`config.mk`:
```
export PLATFORM = sky130hd
export DESIGN_NAME = buffer_reader
export DESIGN_NICKNAME = d
export VERILOG_FILES = /design/src/rtl/buffer_reader_pkg.sv /design/src/rtl/buffer_reader_ack_timer.sv /design/src/rtl/buffer_reader.sv
export SDC_FILE = /design/constraint.sdc
export NUM_CORES = 1
export LEC_CHECK = 0
export ABC_CLOCK_PERIOD_IN_PS = 2400
export CORE_AREA = 2 2 70 72
export DETAILED_ROUTE_END_ITERATION = 10
export DIE_AREA = 0 0 72 74
export PLACE_DENSITY = 0.83
export SLEW_MARGIN = 20
export SYNTH_ARGS = -nofsm -noshare
export SYNTH_HDL_FRONTEND = slang
export SYNTH_SLANG_ARGS = --single-unit
```
`constraint.sdc`:
```
create_clock -name clk -period 2.4 [get_ports clk]
set_input_delay 0.48 -clock clk [delete_from_list [all_inputs] [get_ports clk]]
set_output_delay 0.48 -clock clk [all_outputs]
set_load 0.01 [all_outputs]
```
`src/rtl/buffer_reader_pkg.sv`:
```
// Shared constants and types for the sample-buffer reader and the sample buffer.
package buffer_reader_pkg;

  localparam int         DEF_DATA_WIDTH = 9;
  localparam logic [7:0] DEF_HEADER     = 8'hA5;

  typedef logic [DEF_DATA_WIDTH-1:0] sample_t;
  typedef logic [7:0]                byte_t;

  typedef enum logic [2:0] {
    ST_IDLE,
    ST_HEADER,
    ST_REQ,
    ST_WAIT_ACK,
    ST_SEND_HI,
    ST_SEND_LO,
    ST_CHECKSUM
  } state_t;

endpackage

```
`src/rtl/buffer_reader_ack_timer.sv`:
```
// Read-ack timeout: loaded on each new request, counts down while the ack is outstanding.
module ack_timer #(
  parameter int ACK_TIMEOUT = 64
) (
  input  logic clk,
  input  logic rst,
  input  logic start,
  input  logic enable,
  output logic expired
);

  localparam int            CW   = $clog2(ACK_TIMEOUT);
  localparam logic [CW-1:0] LOAD = CW'(ACK_TIMEOUT - 1);

  logic [CW-1:0] cnt;

  always_ff @(posedge clk) begin
    if (!rst) begin
      cnt <= '0;
    end else if (start) begin
      cnt <= LOAD;
    end else if (enable && cnt != '0) begin
      cnt <= cnt - CW'(1);
    end
  end

  // Terminal count: the wait has lasted ACK_TIMEOUT cycles once this cycle ends.
  assign expired = (cnt == '0);

endmodule

```
`src/rtl/buffer_reader.sv`:
```
// Reads samples from the sample buffer and frames them as header, hi/lo byte pairs, checksum.
//   state     | meaning
//   IDLE      | waiting for the buffer to hold a sample
//   HEADER    | presenting the header byte
//   REQ       | waiting for buf_valid to issue a read
//   WAIT_ACK  | read outstanding, waiting for ack or timeout
//   SEND_HI   | presenting sample bits above bit 7
//   SEND_LO   | presenting sample bits [7:0]
//   CHECKSUM  | presenting the payload checksum
module buffer_reader
  import buffer_reader_pkg::*;
#(
  parameter int         DATA_WIDTH  = DEF_DATA_WIDTH,
  parameter int         FRAME_LEN   = 16,
  parameter int         ACK_TIMEOUT = 64,
  parameter logic [7:0] HEADER      = DEF_HEADER
) (
  input  logic                  clk,
  input  logic                  rst,
  input  logic [DATA_WIDTH-1:0] buf_data,
  input  logic                  buf_valid,
  output logic                  buf_read,
  input  logic                  buf_read_ack,
  output logic [7:0]            tx_data,
  output logic                  tx_valid,
  input  logic                  tx_ready,
  output logic                  busy,
  output logic                  frame_done,
  output logic                  timeout_err
);

  localparam logic [7:0] LAST_IDX = 8'(FRAME_LEN - 1);

  state_t     state;
  byte_t      lo_byte;
  byte_t      checksum;
  logic [7:0] sample_cnt;
  logic       tx_xfer;
  logic       timer_start;
  logic       timer_en;
  logic       timer_expired;

  assign tx_xfer     = tx_valid && tx_ready;
  assign timer_start = (state == ST_REQ) && buf_valid;
  assign timer_en    = (state == ST_WAIT_ACK) && !buf_read_ack;

  ack_timer #(
    .ACK_TIMEOUT(ACK_TIMEOUT)
  ) u_ack_timer (
    .clk    (clk),
    .rst    (rst),
    .start  (timer_start),
    .enable (timer_en),
    .expired(timer_expired)
  );

  always_ff @(posedge clk) begin
    if (!rst) begin
      state       <= ST_IDLE;
      buf_read    <= 1'b0;
      tx_data     <= '0;
      tx_valid    <= 1'b0;
      busy        <= 1'b0;
      frame_done  <= 1'b0;
      timeout_err <= 1'b0;
      lo_byte     <= '0;
      checksum    <= '0;
      sample_cnt  <= '0;
    end else begin
      frame_done <= 1'b0;
      unique case (state)
        ST_IDLE: begin
          if (buf_valid) begin
            tx_data    <= HEADER;
            tx_valid   <= 1'b1;
            busy       <= 1'b1;
            checksum   <= '0;
            sample_cnt <= '0;
            state      <= ST_HEADER;
          end
        end
        ST_HEADER: begin
          if (tx_xfer) begin
            tx_valid <= 1'b0;
            state    <= ST_REQ;
          end
        end
        ST_REQ: begin
          if (buf_valid) begin
            buf_read <= 1'b1;
            state    <= ST_WAIT_ACK;
          end
        end
        ST_WAIT_ACK: begin
          // An ack on the expiry cycle wins over the timeout.
          if (buf_read_ack) begin
            buf_read <= 1'b0;
            lo_byte  <= buf_data[7:0];
            tx_data  <= byte_t'(buf_data >> 8);
            tx_valid <= 1'b1;
            state    <= ST_SEND_HI;
          end else if (timer_expired) begin
            buf_read    <= 1'b0;
            timeout_err <= 1'b1;
            state       <= ST_REQ;
          end
        end
        ST_SEND_HI: begin
          if (tx_xfer) begin
            checksum <= checksum + tx_data;
            tx_data  <= lo_byte;
            state    <= ST_SEND_LO;
          end
        end
        ST_SEND_LO: begin
          if (tx_xfer) begin
            checksum   <= checksum + tx_data;
            sample_cnt <= sample_cnt + 8'd1;
            if (sample_cnt == LAST_IDX) begin
              tx_data <= checksum + tx_data;
              state   <= ST_CHECKSUM;
            end else begin
              tx_valid <= 1'b0;
              state    <= ST_REQ;
            end
          end
        end
        ST_CHECKSUM: begin
          if (tx_xfer) begin
            tx_valid   <= 1'b0;
            busy       <= 1'b0;
            frame_done <= 1'b1;
            state      <= ST_IDLE;
          end
        end
        default: state <= ST_IDLE;
      endcase
    end
  end

endmodule

```
* Word level (Yosys, flattened, before mapping)
Cells that the tools add are included.
** Word-level totals
- Register bits after elaboration :: 46
- Output and inout bits :: 13
- Word-level logic and storage cells :: 95
** Operators by class
- $add $sub $neg :: 3
- Eq/ne operators :: 19
- Multiplexer cells :: 34
- Bitwise gates (word level) :: 1
- Reduce and logical (&&, ||, !) cells :: 27
** Operators by type and width (count)
- 8-bit 2-to-1 mux :: 8
- 8-bit one-hot mux with 2 select lines :: 2
- 8-bit one-hot mux with 4 select lines :: 1
- 3-bit 2-to-1 mux :: 9
- 3-bit one-hot mux with 7 select lines :: 1
- 2-bit inequality test (second input constant) :: 9
- 3-bit AND reduction :: 5
- 6-bit 2-to-1 mux :: 2
- 6-bit AND reduction :: 2
- 2-bit nonzero test :: 5
- 3-bit equality test (second input constant) :: 3
- 8-bit by 1-bit adder with 8-bit output (second input constant) :: 1
- 8-bit adder :: 1
- 8-bit by 4-bit equality test with 1-bit output (second input constant) :: 1
- 1-bit 2-to-1 mux :: 8
- 4-bit nonzero test :: 2
- 7-bit AND reduction :: 1
- 3-bit by 2-bit equality test with 1-bit output (second input constant) :: 2
- 6-bit logical NOT :: 1
- 6-bit nonzero test :: 1
- 6-bit by 1-bit subtractor with 6-bit output (second input constant) :: 1
- 1-bit logical AND :: 4
- 2-bit by 1-bit inequality test with 1-bit output (second input constant) :: 2
- 1-bit one-hot mux with 2 select lines :: 2
- other kinds (8) :: 10

* Longest topological paths before layout
Gate-level depths: netlist (run 1).
- Word-level depth :: 5
- Gate-level depth with buffers :: 8
- Mapped depth without buffers :: 8

* Modules after synthesis
A second synthesis (run 1) with hierarchy kept.
** Unflattened totals
- Cells, all modules :: 308
- Area, all modules :: 2571.2 µm²
** Modules (own cells, without submodules)
- buffer_reader :: instances 1, cells an instance 267, area an instance 2200.9 µm²
- ack_timer :: instances 1, cells an instance 41, area an instance 370.4 µm²

* Worst setup path before layout (run 1)
No wires, ideal clock.
- Path type :: reg2reg
- Start point :: register tx_data[1]
- End point :: register checksum[7]
- Setup time :: 0.116 ns
- Arrival :: 1.802 ns
- Data required time :: 2.284 ns
- Path slack :: 0.482 ns
- Stages on the path, launching flop included :: 7
- Buffers on the path :: 0
- Period minus slack after synthesis :: 1.918 ns
- Path through :: dfxtp_1 -> ha_1 -> a211oi_1 -> nor2_1 -> o32a_1 -> a311o_1 -> o211a_1
** On the way
- Longest elaborated chain between the ends :: 3
** Ends and longest elaborated chain
- from (decl) :: RTL line buffer_reader.sv:24 : output logic [7:0] tx_data,
- from (signal assigned) :: RTL line buffer_reader.sv:99 : tx_data <= byte_t'(buf_data >> 8);
- from (signal assigned) :: RTL line buffer_reader.sv:111 : tx_data <= lo_byte;
- from (signal assigned) :: RTL line buffer_reader.sv:120 : tx_data <= checksum + tx_data;
- 8-bit adder :: RTL line buffer_reader.sv:110, buffer_reader.sv:117
- 8-bit 2-to-1 mux :: RTL line buffer_reader.sv:109, buffer_reader.sv:116
- 8-bit one-hot mux with 2 select lines :: RTL line buffer_reader.sv:71 : unique case (state)
- to (signal assigned) :: RTL line buffer_reader.sv:110 : checksum <= checksum + tx_data;
- to (signal assigned) :: RTL line buffer_reader.sv:117 : checksum <= checksum + tx_data;
- to (decl) :: RTL line buffer_reader.sv:36 : byte_t checksum;
No other way between the ends. The select of a mux whose other input is x is not followed.
A chain may end at the register's enable or synchronous reset.

* Worst setup path after layout (run 1)
- Start point :: register tx_data[1]
- End point :: register tx_data[7]
** On the way
- Longest elaborated chain between the ends :: 4
** Ends and longest elaborated chain
- 8-bit adder :: RTL line buffer_reader.sv:120
- 8-bit 2-to-1 mux :: RTL line buffer_reader.sv:119 : if (sample_cnt == LAST_IDX) begin
- 8-bit 2-to-1 mux :: RTL line buffer_reader.sv:116 : if (tx_xfer) begin
- 8-bit one-hot mux with 4 select lines :: RTL line buffer_reader.sv:71
No other way between the ends. The select of a mux whose other input is x is not followed.

==> results of run 1 <==
[sequential cells by signal, indices dropped and copies added, names as in the netlist]
register,cells
sample_cnt,8
u_ack_timer.cnt,6
frame_done,1
lo_byte,8
state,3
tx_data,8
tx_valid,1
buf_read,1
timeout_err,1
busy,1
checksum,8
[cell usage in the layout (no fill, tap or decap), types with 4 or more instances in the layout]
| master | count |
|---|---|
| nor2_1 | 23 |
| a31oi_1 | 4 |
| inv_1 | 11 |
| buf_4 | 10 |
| nor3_1 | 6 |
| and3_1 | 4 |
| nand4_1 | 6 |
| ha_1 | 10 |
| a211oi_1 | 5 |
| xor2_1 | 11 |
| or3_1 | 5 |
| dfxtp_1 | 46 |
| nand2_1 | 40 |
| nand3_1 | 11 |
| nand2b_1 | 7 |
| a21boi_0 | 4 |
| o21ai_0 | 17 |
| a21oi_1 | 27 |
| clkbuf_8 | 5 |
| clkdlybuf4s50_1 | 26 |
[worst max path at each step]
stage	from	end	slack, ns	depth (start not counted)
finish	tx_data[1]$_SDFFE_PN0P_	tx_data[7]$_SDFFE_PN0P_	0.28	6
detailed placement	buf_valid	tx_data[7]$_SDFFE_PN0P_	0.16	7
floorplan	tx_data[1]$_SDFFE_PN0P_	checksum[7]$_SDFFE_PN0P_	0.48	6
global placement	buf_valid	sample_cnt[6]$_SDFFE_PN0P_	0.19	7
CTS	tx_data[0]$_SDFFE_PN0P_	checksum[6]$_SDFFE_PN0P_	0.27	8
global route	tx_data[0]$_SDFFE_PN0P_	checksum[6]$_SDFFE_PN0P_	0.12	8
[cell families (layout without fill, tap and decap cells)]
kind of cell / count (synthesis) / after routing / synth area share
XOR/XNOR: 14 / 14 / 0.0499
AND/OR/NAND/NOR: 115 / 115 / 0.228
multiplexers: 3 / 3 / 0.0122
buffers and inverters: 24 / 56 / 0.0382
adder cells (fa/ha/maj): 11 / 11 / 0.0591
flip-flops: 46 / 46 / 0.375
AO/OA/AOI/OAI: 88 / 88 / 0.238
[power groups by stage]
stage,Sequential (W),Clock (W),Combinational [W]
6_report,0.000812,0.000559,0.000250
5_1_grt,0.000816,0.000598,0.000274
4_1_cts,0.000811,0.000570,0.000250
3_5_place_dp,0.000829,0,0.000248
3_3_place_gp,0.000829,0,0.000243
2_1_floorplan,0.000825,0,0.000144
[layout make-up]
| type | instances | area [um2] | area share |
|---|---|---|---|
| multi-input combinational | 231 | 1440 | 0.494 |
| sequential | 46 | 921 | 0.315 |
| timing repair buffer | 36 | 335 | 0.115 |
| clock buffer | 5 | 68.8 | 0.0236 |
| tap | 54 | 67.6 | 0.0231 |
| inverter | 12 | 45.0 | 0.0154 |
| clock inverter | 3 | 40.0 | 0.0137 |
[per-stage QoR]
step | power (W) | instances | utilization | hold slack (ns)
floorplan | 0.000969 | 301 | - | 0.433
global placement | 0.00107 | 379 | 0.611 | 0.441
detailed placement | 0.00108 | 379 | 0.611 | 0.451
CTS | 0.00163 | 387 | 0.635 | 0.464
global route | 0.00169 | 387 | 0.635 | 0.489
finish | 0.00162 | 387 | 0.635 | 0.464
[cell usage after synthesis, types with 2 or more instances]
library cell   n  area share
xnor2_1        3       0.011
o21ai_1        2      0.0041
and3_1         4       0.010
nor3b_1        2      0.0061
a21oi_1       27       0.055
inv_1         11       0.017
a211o_1        2      0.0071
a31oi_1        4       0.010
nand4_1        6       0.015
clkbuf_1       8       0.012
o21ai_0       17       0.035
xor2_1        11       0.039
dfxtp_1       46        0.37
a21boi_0       4       0.012
buf_2          3      0.0061
nor2b_1        3      0.0076
a211oi_1       5       0.015
or3_1          5       0.013
o211ai_1       3      0.0092
ha_1          10       0.051
nor2_1        23       0.035
a22oi_1        3      0.0092
nor3_1         6       0.012
or2_2          2      0.0051
o31ai_1        2      0.0061
o21bai_1       2      0.0061
mux2i_1        3       0.012
nand3_1       11       0.022
nand2_1       40       0.061
nand2b_1       7       0.018
a21o_1         3      0.0092
[critical path, stage by stage, from the launching register on]
cell,delay (ns)
dfxtp_1,0.35
ha_1,0.31
a211oi_1,0.32
o21ai_0,0.18
o211ai_1,0.37
a211oi_1,0.13
o311a_1,0.34
[layer usage]
metal	routed length (um)	track usage	vias up
met1	2490	0.279	1070
met3	146	0.0366	6
li1	-	-	1140
met5	0	0	-
met2	2660	0.386	41
met4	58	0.0524	0
==> results.txt, run 1 <==
- The flow ran to the end, and the final reports show no timing, DRC or antenna violations.
- Number of standard cells after synthesis: 301
- The first global-routing pass estimated 9350 um of wire.
- The number of antenna violations at the first check in global routing came to 0.
* Library cells used by synthesis: 54
- Row generation in the floorplan step produced 25 rows.
- Number of register bits inferred by synthesis: 46
- The path with the worst hold slack has its endpoint at lo_byte[0]$_SDFFE_PN0P_.
- At the end of routability-driven placement, the weighted congestion stood at 0.909.
- TritonCTS created 5 clock buffers.
* Hold-fix buffers at CTS: 0
- Worst Setup Path Type: reg2reg
* Number of levels the H-tree was split into: 2
* R2r startpoint: tx_data[1]$_SDFFE_PN0P_
* Register area share after synthesis: 0.375
* Synth Warn #: 0
* Leakage power total: 1.09 nW
- During I/O placement, the number of pins put on the boundary was 27.
- Largest net degree at the start of global routing: 26
- First-pass iteration count of the detailed router: 4
- Worst hold-check path type: reg2reg
- Measured against its own limit, the worst slew margin works out to 0.614.
* Worst Skew: 0.00887 ns
* Cell Area, Synth: 2460 um2
* Filler cell count in the final layout: 389
* Critical-path maximum fanout: 4
* Post-CTS sizing: 0
* Combinational share of power: 0.154
- Maximum ir drop on the vdd rail: 0.349 mV
* CTS sink cnt: 46
- The finished cells cover 2920 um2.
* Kind of end point of the critical path: flop
* Total number of vias: 2257
* Vertical die dimension: 74 um
- Count of flip-flops with a built-in enable after synthesis: 0
* Crit path arrival time: 2.32 ns
- The number of hold violations in the final report was 0.
* P&R area growth vs syn: 18.8%
* P_sw: 0.000410 W
* Number of setup buffers added after CTS: 0
- Final setup fails: 0
- In this run the tool buffered the top-level ports with 26 buffer cells.
- At the later pin of the worst-skew pair, clock insertion delay measures 0.30 ns.
* Instance area after placement: 2810 um2
* Wire per inst: 13.8 um
* Unrepaired setup endpoints after global routing: no
- After clock tree synthesis, the clock-pin slew on the worst setup and hold paths is 0.09 ns.
- Using the TritonRoute via totals, the vias-per-cell ratio works out to 5.83.
- Dividing the final minimum period by the clock period gives 0.884.
- The longest clock path from root to sink contains 2 buffers.
- The share of total power dissipated in the clock network is 0.345.
* Total congestion overflow: 0
- Max frequency: 471 MHz
* Half-perimeter wire length after placement: 3970 um
- In this run the most critical hold path is launched from lo_byte[0]$_SDFFE_PN0P_.
- Number of remaining DRC errors: 0
- The most used flip-flop cell after synthesis is dfxtp_1.
- Core Footprint: 4600 um2
* Asr flop ratio synth: 0
- The number of global-route vias before repair is 2125.
- In the global route stage, overall resource usage came out at 0.218.
- Internal power contribution: 0.00121 W
- Die footprint: 5330 um2
- The worst register-to-register path has a setup slack of 0.28 ns.
- Remaining number of nets flagged by the antenna check after routing: 0
- The worst register-to-register path has a depth of 6.
- Layout Nets: 357
- Total routed wirelength: 5360 um
* CTS tree: done
- Die Wd: 72 um
* Fin Setup TNS: 0 ns
* Relative contribution of sequential cells to total power: 0.501
- The final-report max-slew violation count came to 0.
- Max-cap violation count: 0
- Post-Place Worst Slack: 0.155 ns
* Mean instance size in the synthesized netlist: 8.16 um2
* Endpoint required time on the critical path: 2.59 ns
* Hold-critical path depth: 2
* Layout cells sized above 1: 0.0781
- Dividing total power by cell area gives a power density of 555 nW/um2.
- For the pin with the worst max-slew slack, the measured transition is 0.578 ns.
- Final worst path period need: 2.12 ns
* End of the worst register-to-register path: tx_data[7]$_SDFFE_PN0P_
- The initial utilization of the core area, before any placement, comes to 0.534.
* Number of nets produced by synthesis: 326
- Number of DRC markers in iteration 0: 127
- Launching element type of the critical path: flop
- Post-route setup slack: 0.278 ns
- Master cell of the clock root buffer: clkbuf_8
- Of the total power, the share spent switching nets is 0.253.
* N_diodes: 0
Note: power is estimated with default switching activity, not from simulation.
==> inputs of run 2 (changes only) <==
- ABC_AREA: not set -> 1
- CORE_AREA: 2 2 70 72 -> 2 2 71 73
- DIE_AREA: 0 0 72 74 -> 0 0 73 75
- PLACE_DENSITY: 0.83 -> 0.84
==> run 2 against run 1 <==
Worst setup slack better by 0.31 ns. Power increased by 55%. Wire length rose by 5.4%. Via count is 8.0% higher. Count of clock-buffer cells in the layout increased by 1. Global-route usage is 0.83 points higher. Clock skew shrank 0.00075 ns. Synthesized cell count is 25% higher. Register-to-register slack improved by 0.31 ns. Die area increased by 2.8%. Largest cell class unchanged. Largest power group is now combinational cells.
==> results.txt, run 2 <==
- The number of antenna diodes is 0 (unchanged).
- Proportion of netlist area held by the largest area contributor: 0.353 (-0.0221)
* # rows: 25 (unchanged)
- Slowest cell delay on critical path: 0.40 ns (+0.03 ns)
- Remaining number of nets flagged by the antenna check after routing: 0 (unchanged)
- Number of register bits inferred by synthesis: 46 (unchanged)
* Post-CTS sizing: 0 (unchanged)
- Total congestion overflow: 0 (unchanged)
- Highest-count cells in the layout ignoring fill and taps: 84 x nand2_1, 46 x dfxtp_1, 44 x inv_1, 44 x nor2_1, 35 x a21oi_1
- Number of nets produced by synthesis: 402 (+23%)
- The H-tree depth reported by CTS is 2 (unchanged).
* Layout Nets: 431 (+21%)
- Maximum count of clock buffers along a single path: 2 (unchanged)
- The number of enable-type register cells in the synthesized netlist came to 0 (unchanged).
* Fin Setup TNS: 0 ns (unchanged)
- The commonest cells after synthesis are 84 x nand2_1, 46 x dfxtp_1, 44 x inv_1, 44 x nor2_1, 35 x a21oi_1.
- By instance count, the leading cell after synthesis is nand2_1.
- Largest net degree at the start of global routing: 28 (+7.7%)
- The multiplexer fraction of the synthesized cell area is 0 (-0.0122).
* Crit path arrival time: 2.05 ns (-0.27 ns)
* Final setup fails: 0 (unchanged)
* Outcome: complete, no violations
- Unrepaired setup endpoints after global routing: no
- The critical path in this run is classified as reg2reg.
- Critical-path maximum fanout: 3 (-1)
* Area of combinational cells with multiple inputs: 1460 um2 (+1.5%)
- CTS tree: done
- The areal power density over the cells was 833 nW/um2 (+50%).
- The setup slack at placement is 0.363 ns (+0.207 ns).
* Wire length on met2: 2650 um (-0.60%)
* Register area share after synthesis: 0.353 (-0.0221)
- Most used DFF post-synth: dfxtp_1
- The floorplan core area is 4660 um2 (+1.4%).
- The number of global-route vias before repair came to 2210 (+4.0%).
- P&R area growth vs syn: 15.5%
* Max frequency: 553 MHz (+17%)
- Number of slew-limit violations in the final report: 0 (unchanged)
* Leakage power total: 1.33 nW (+21%)
- Die footprint: 5480 um2 (+2.8%)
* Number of remaining DRC errors: 0 (unchanged)
- Adder-cell area share of the yosys netlist: 0.0556 (-0.00348)
- Post-Synth XOR/XNOR Area: 0.0235 (-0.0264)
* Number of antenna violations at the first check in global routing: 0 (unchanged)
- The critical path goes through ha_1 -> inv_1 -> fa_1 -> inv_1 -> nand2_1 -> nand2_1 -> nand2_1 -> nand2_1 -> nand3_1 -> o21ai_0 -> nand2_1 -> a21oi_1.
- STA classifies the critical path startpoint as a flop.
- The clock buffer count from CTS came to 5 (unchanged).
- Synthesized-area fraction occupied by and/or/nand/nor cells: 0.342 (+0.114)
- The total of fill cells in the finished design is 409 (+5.1%).
- The worst-skew pair later-pin latency is 0.31 ns (about the same).
- Yosys attributes the largest share of cell area to dfxtp_1 35%, nand2_1 12%, a21oi_1 6.7%, inv_1 6.3%, nor2_1 6.3%.
* Max-cap violation count: 0 (unchanged)
- Maximum ir drop on the vdd rail: 0.501 mV (+44%)
* Number of setup buffers added after CTS: 0 (unchanged)
- Total number of vias: 2438 (+8.0%)
- The synthesized netlist cell count is 377 (+25%).
- For this design, the slowest cell found on the critical path is fa_1.
* Worst hold-check path type: reg2reg
* Top cell type by total area after synthesis: dfxtp_1
* Vias per Instance: 5.29 (-9.3%)
- Final worst path period need: 1.81 ns (-0.313 ns)
- The post-layout worst setup margin came to 0.591 ns (+0.313 ns).
* Asr flop ratio synth: 0 (unchanged)
* Most numerous cell on the critical path: nand2_1
* Most common cell after layout, fill and taps aside: nand2_1
- First-pass iteration count of the detailed router: 4 (unchanged)
* CTS sink cnt: 46 (unchanged)
- The wire length of the first global-routing pass is 9600 um (+2.7%).
* Vertical die dimension: 75 um (+1.4%)
* Met1 Wirelength: 2590 um (+4.3%)
- Worst Skew: 0.00812 ns (-0.000749 ns)
* RePlAce Congestion: 0.888 (-2.4%)
* Wire per inst: 12.3 um (-11%)
- Total routed wirelength: 5650 um (+5.4%)
- Die Wd: 73 um (+1.4%)
- The proportion of layout cells with a drive suffix above 1 was 0.103 (+0.0251).
- Endpoint required time on the critical path: 2.64 ns (+0.05 ns)
- The number of hold violations in the final report was 0 (unchanged).
- Slew at the pin closest to its max-slew limit: 0.459 ns (-0.120 ns)
- The length in cells of the worst reg-to-reg path is 12 (+6).
* Initial core utilization: 0.560 (+0.0259)
- The register-to-register setup slack came to 0.59 ns (+0.31 ns).
- Master cell of the clock root buffer: clkbuf_8
* Number of top-level pins: 27 (unchanged)
- The cell area after technology mapping was 2610 um2 (+6.3%).
* Hold-fix buffers at CTS: 0 (unchanged)
- Period utilization: 0.754 (-0.131)
- Library cells used by synthesis: 38 (-30%)
- The initial DRC count is 147 (+16%).
- Synth Warn #: 0 (unchanged)
* Dominant combinational cell family by area after synthesis: simple AND/OR/NAND/NOR gates
- Top layer used by detailed routing: met4
- Half-perimeter wire length after placement: 4250 um (+7.2%)
- Kind of end point of the critical path: flop
* Compound-Gate Fraction of Synth Area: 0.140 (-0.0984)
- The average instance area after synthesis was 6.92 um2 (-15%).
- Clock-pin slew of the registers on the worst-case setup and hold paths: 0.09 ns (about the same)
- The met3 wirelength from detailed routing was 276 um (+89%).
- The relative slew slack came to 0.693 (+0.0795).
* Hold-critical path depth: 2 (unchanged)
- The global-route usage over all layers is 0.226 (+0.00834).
* Storage cell area: 921 um2 (unchanged)
- Count of buffers inserted at the top-level ports: 26 (unchanged)
==> run 2: path summary, 6_finish.rpt <==
check | from | end
worst min-delay path | lo_byte[4]$_SDFFE_PN0P_ | lo_byte[4]$_SDFFE_PN0P_
worst max register to register | tx_data[0]$_SDFFE_PN0P_ | tx_data[4]$_SDFFE_PN0P_
worst min register to register | lo_byte[4]$_SDFFE_PN0P_ | lo_byte[4]$_SDFFE_PN0P_
worst max-delay path | tx_data[0]$_SDFFE_PN0P_ | tx_data[4]$_SDFFE_PN0P_
==> run 2: cell families (layout without fill, tap and decap cells) <==
family                     count (synthesis)  in the layout
and+or+nand+nor                          191            191
AOI/OAI and AO/OA                         66             66
buffers and inverters                     56             86
DFF                                       46             46
adders and majority gates                 11             11
xor gates and xnor gates                   7              7
==> run 2: final cells by class <==
class / instances / share of cell area
Clock buffer: 6 / 0.0274
Clock inverter: 2 / 0.00415
Inverter: 49 / 0.0618
Multi-Input combinational cell: 275 / 0.485
Sequential cell: 46 / 0.305
Tap cell: 54 / 0.0224
Timing Repair Buffer: 29 / 0.0938
==> run 2: where the power goes <==
part / leakage (nW) / switching (W) / total, W / internal, W
combinational: 0.908 / 0.000643 / 0.00103 / 0.000390
clock: 0.0472 / 0.000267 / 0.000499 / 0.000232
sequential: 0.374 / 0.000105 / 0.000979 / 0.000874
==> run 2: routing by layer <==
metal	up-vias	GRT usage
met4	0	0.0967
met2	68	0.388
met1	1084	0.280
li1	1276	-
met5	-	0
met3	10	0.0402
==> run 2: per-stage QoR <==
step	instance area (um2)	power, W	utilization	cells	hold WS (ns)
after floorplan	2610	0.00174	-	377	0.424
after global placement	2920	0.00200	0.627	453	0.433
after detailed placement	2920	0.00201	0.627	453	0.439
after CTS	3020	0.00252	0.647	461	0.452
after global routing	3020	0.00269	0.647	461	0.476
final	3020	0.00251	0.647	461	0.452
==> run 2: critical path, delay by kind of cell, from the launching register on <==
kind | cells | cell delay (ns)
fa+ha+maj | 2 | 0.58
simple gates | 6 | 0.46
flops | 1 | 0.37
buf+inv | 2 | 0.14
compound gates | 2 | 0.20
==> inputs of run 3 (changes only) <==
- ABC_CLOCK_PERIOD_IN_PS: 2400 -> 1860
- clock period: 2.4 -> 1.86 ns (I/O delays scaled with it)
==> run 3 against run 2 <==
Cell area rose by 2.2%. Flip-flop and latch count did not move. Sequential power rose by 28%. Combinational power is 37% higher. Highest routed layer unchanged. Wire length rose by 3.5%. Utilization rose by 1.4 points. Hold slack better by 0.013 ns. Power rose by 30%. Maximum frequency grew 4.9%. Global-route usage up 0.79 points. Largest cell class unchanged. Critical path depth unchanged.
==> results.txt, run 3 (synthesis results as in run 2) <==
- The floorplan core area was 4660 um2 (unchanged).
- The highest net fanout along the worst path was 3 (unchanged).
- The residual overflow from global routing is 0 (unchanged).
* Wire length of the first global-routing pass: 10100 um (+5.5%)
* Number of top-level pins: 27 (unchanged)
- Post-layout total power: 0.00328 W (+30%)
- Clock-pin slew of the registers on the worst-case setup and hold paths: 0.09 ns (about the same)
- Worst hold-check path type: reg2reg
- The die area is 5480 um2 (unchanged).
- The number of antenna diodes was 0 (unchanged).
- Vias per Instance: 5.30 (+0.18%)
* Power density over the cells: 1060 nW/um2 (+28%)
- The actual transition at the worst max-transition pin is 0.365 ns (-0.0933 ns).
* Count of buffers inserted at the top-level ports: 26 (unchanged)
- Launching element type of the critical path: flop
- The y dimension of the die is 75 um (unchanged).
- The startpoint identified for the worst hold timing path is buf_read$_SDFFE_PN0P_.
- The global-route usage over all layers was 0.234 (+0.00793).
- The post-route met1 wirelength was 2720 um (+4.7%).
- Most common cell after layout, fill and taps aside: nand2_1
- R2r startpoint: tx_data[0]$_SDFFE_PN0P_
* P&R area growth vs syn: 18.1%
- The switching share of power came to 0.408 (+0.00322).
- Crit path arrival time: 1.96 ns (-0.09 ns)
- Tracing the worst setup path back leads to its startpoint at tx_data[0]$_SDFFE_PN0P_.
- The maximum clock frequency is 580 MHz (+4.9%).
- The final net count came to 440 (+2.1%).
* Hold-fix buffers at CTS: 0 (unchanged)
- The via count came to 2490 (+2.1%).
- The flow ran to the end, and the final reports show no timing, DRC or antenna violations.
* Number of antenna violations at the first check in global routing: 0 (unchanged)
- The met3 wirelength from detailed routing was 179 um (-35%).
- The total wire length was 5840 um (+3.5%).
* Maximum count of clock buffers along a single path: 2 (unchanged)
* P_sw: 0.00134 W (+32%)
- The setup violation total in the final timing report is 0 (unchanged).
* Leakage power total: 1.37 nW (+3.3%)
* Number of levels the H-tree was split into: 2 (unchanged)
- The clock network fraction of design power was 0.188 (-0.011).
* Worst slack on hold paths: 0.465 ns (+0.0129 ns)
- The max-capacitance violation count came to 0 (unchanged).
* Number of DRC markers in iteration 0: 158 (+7.5%)
* Combinational share of power: 0.430 (+0.019)
- Half-perimeter wire length after placement: 4480 um (+5.4%)
- In the layout the commonest cells are 83 x nand2_1, 46 x dfxtp_1, 44 x inv_1, 44 x nor2_1, 35 x a21oi_1.
- The share of power burned in registers was 0.382 (-0.008).
* Number of remaining DRC errors: 0 (unchanged)
- The number of global-route vias before repair came to 2301 (+4.1%).
- The cell sitting at the root of the clock tree is a clkbuf_8.
* Post-layout utilization of the core: 0.661 (+0.0145)
- The die width was 73 um (unchanged).
- Largest net degree at the start of global routing: 28 (unchanged)
- The final-report max-slew violation count is 0 (unchanged).
- The total clock sinks came to 46 (unchanged).
- Final worst path period need: 1.72 ns (-0.0845 ns)
* Slew HR: 0.756 (+0.0628)
- The average wire per cell in the routed design is 12.4 um (+1.5%).
- The number of rows created at floorplan came to 25 (unchanged).
* Number of hold violations in the final report: 0 (unchanged)
* Endpoint required time on the critical path: 2.10 ns (-0.54 ns)
- The clock skew came to 0.00521 ns (-0.00291 ns).
- The worst IR drop on VDD came to 0.538 mV (+7.5%).
- The share of the clock period used by the worst path after layout is 0.927 (+0.173).
- First-pass iteration count of the detailed router: 4 (unchanged)
- TritonCTS Buffers: 5 (unchanged)
- Initial core utilization: 0.560 (unchanged)
- Kind of end point of the critical path: flop
- The final RePlAce weighted congestion is 0.854 (-3.9%).
- The proportion of layout cells with a drive suffix above 1 came to 0.127 (+0.0242).
- By startpoint and endpoint, the worst setup path is classified as reg2reg.
- The total internal power came to 0.00194 W (+30%).
* Wire length on met2: 2880 um (+8.9%)
- After detailed routing, no signal wire sits above met4.
- The worst-skew pair later-pin latency is 0.30 ns (about the same).
- TritonCTS built the clock tree.
- The final antenna-violating net count is 0 (unchanged).
## run 3: cell count changes in the layout (fill, tap and decap cells not counted)
cell and change:
clkbuf_8 -1, o21ai_0 -1, fa_1 -1, nand2_1 -1, fa_2 +1, nand2_2 +1, clkinv_4 +1, o21ai_1 +1
buf_4 +9
## run 3: final timing paths
path	end	slack [ns]	depth (start not counted)
setup / recovery	tx_data[4]$_SDFFE_PN0P_	0.14	12
hold / removal	buf_read$_SDFFE_PN0P_	0.46	2
hold reg to reg	buf_read$_SDFFE_PN0P_	0.46	2
setup reg to reg	tx_data[4]$_SDFFE_PN0P_	0.14	12
## run 3: area by class of cell
type	count	area (um2)
inverter	49	186
fill	420	1580
clock inverter	3	21.3
clock buffer	5	68.8
multi-input combinational	275	1470
timing repair buffer	38	350
tap	54	67.6
sequential	46	921
## run 3: stage by stage
step	cells	setup slack, ns	TNS, ns	cell area, um2
floorplan	377	0.199	0	2610
global placement	460	0.0697	0	2970
detailed placement	460	0.0106	0	2970
CTS	468	0.0507	0	3060
global route	470	-0.00819	-0.00819	3080
finish	470	0.136	0	3080
## run 3: worst max-delay path: stages, from the launching register on
cell,delay (ns)
dfxtp_1,0.35
ha_1,0.17
inv_1,0.06
fa_2,0.36
inv_1,0.08
nand2_1,0.06
nand2_2,0.08
nand2_1,0.05
nand2_1,0.07
nand3_1,0.10
o21ai_1,0.11
nand2_1,0.07
a21oi_1,0.11
## run 3: timing repair
item / CTS / global route
gates resized for setup: 0 / 3
buffers inserted: 0 / 2
setup endpoints to repair: 0 / 4
## run 3: power groups by stage
stage	Combinational [W]	Sequential [W]	Clock, W
after global placement	0.00137	0.00127	0
after CTS	0.00141	0.00125	0.000629
final	0.00141	0.00125	0.000616
after global routing	0.00158	0.00127	0.000677
after detailed placement	0.00140	0.00128	0
after floorplan	0.000973	0.00127	0
## run 3: layer usage
| layer | up-vias | track usage |
|---|---|---|
| met2 | 41 | 0.399 |
| li1 | 1293 | - |
| met3 | 8 | 0.0455 |
| met4 | 0 | 0.0514 |
| met1 | 1148 | 0.309 |
| met5 | - | 0 |
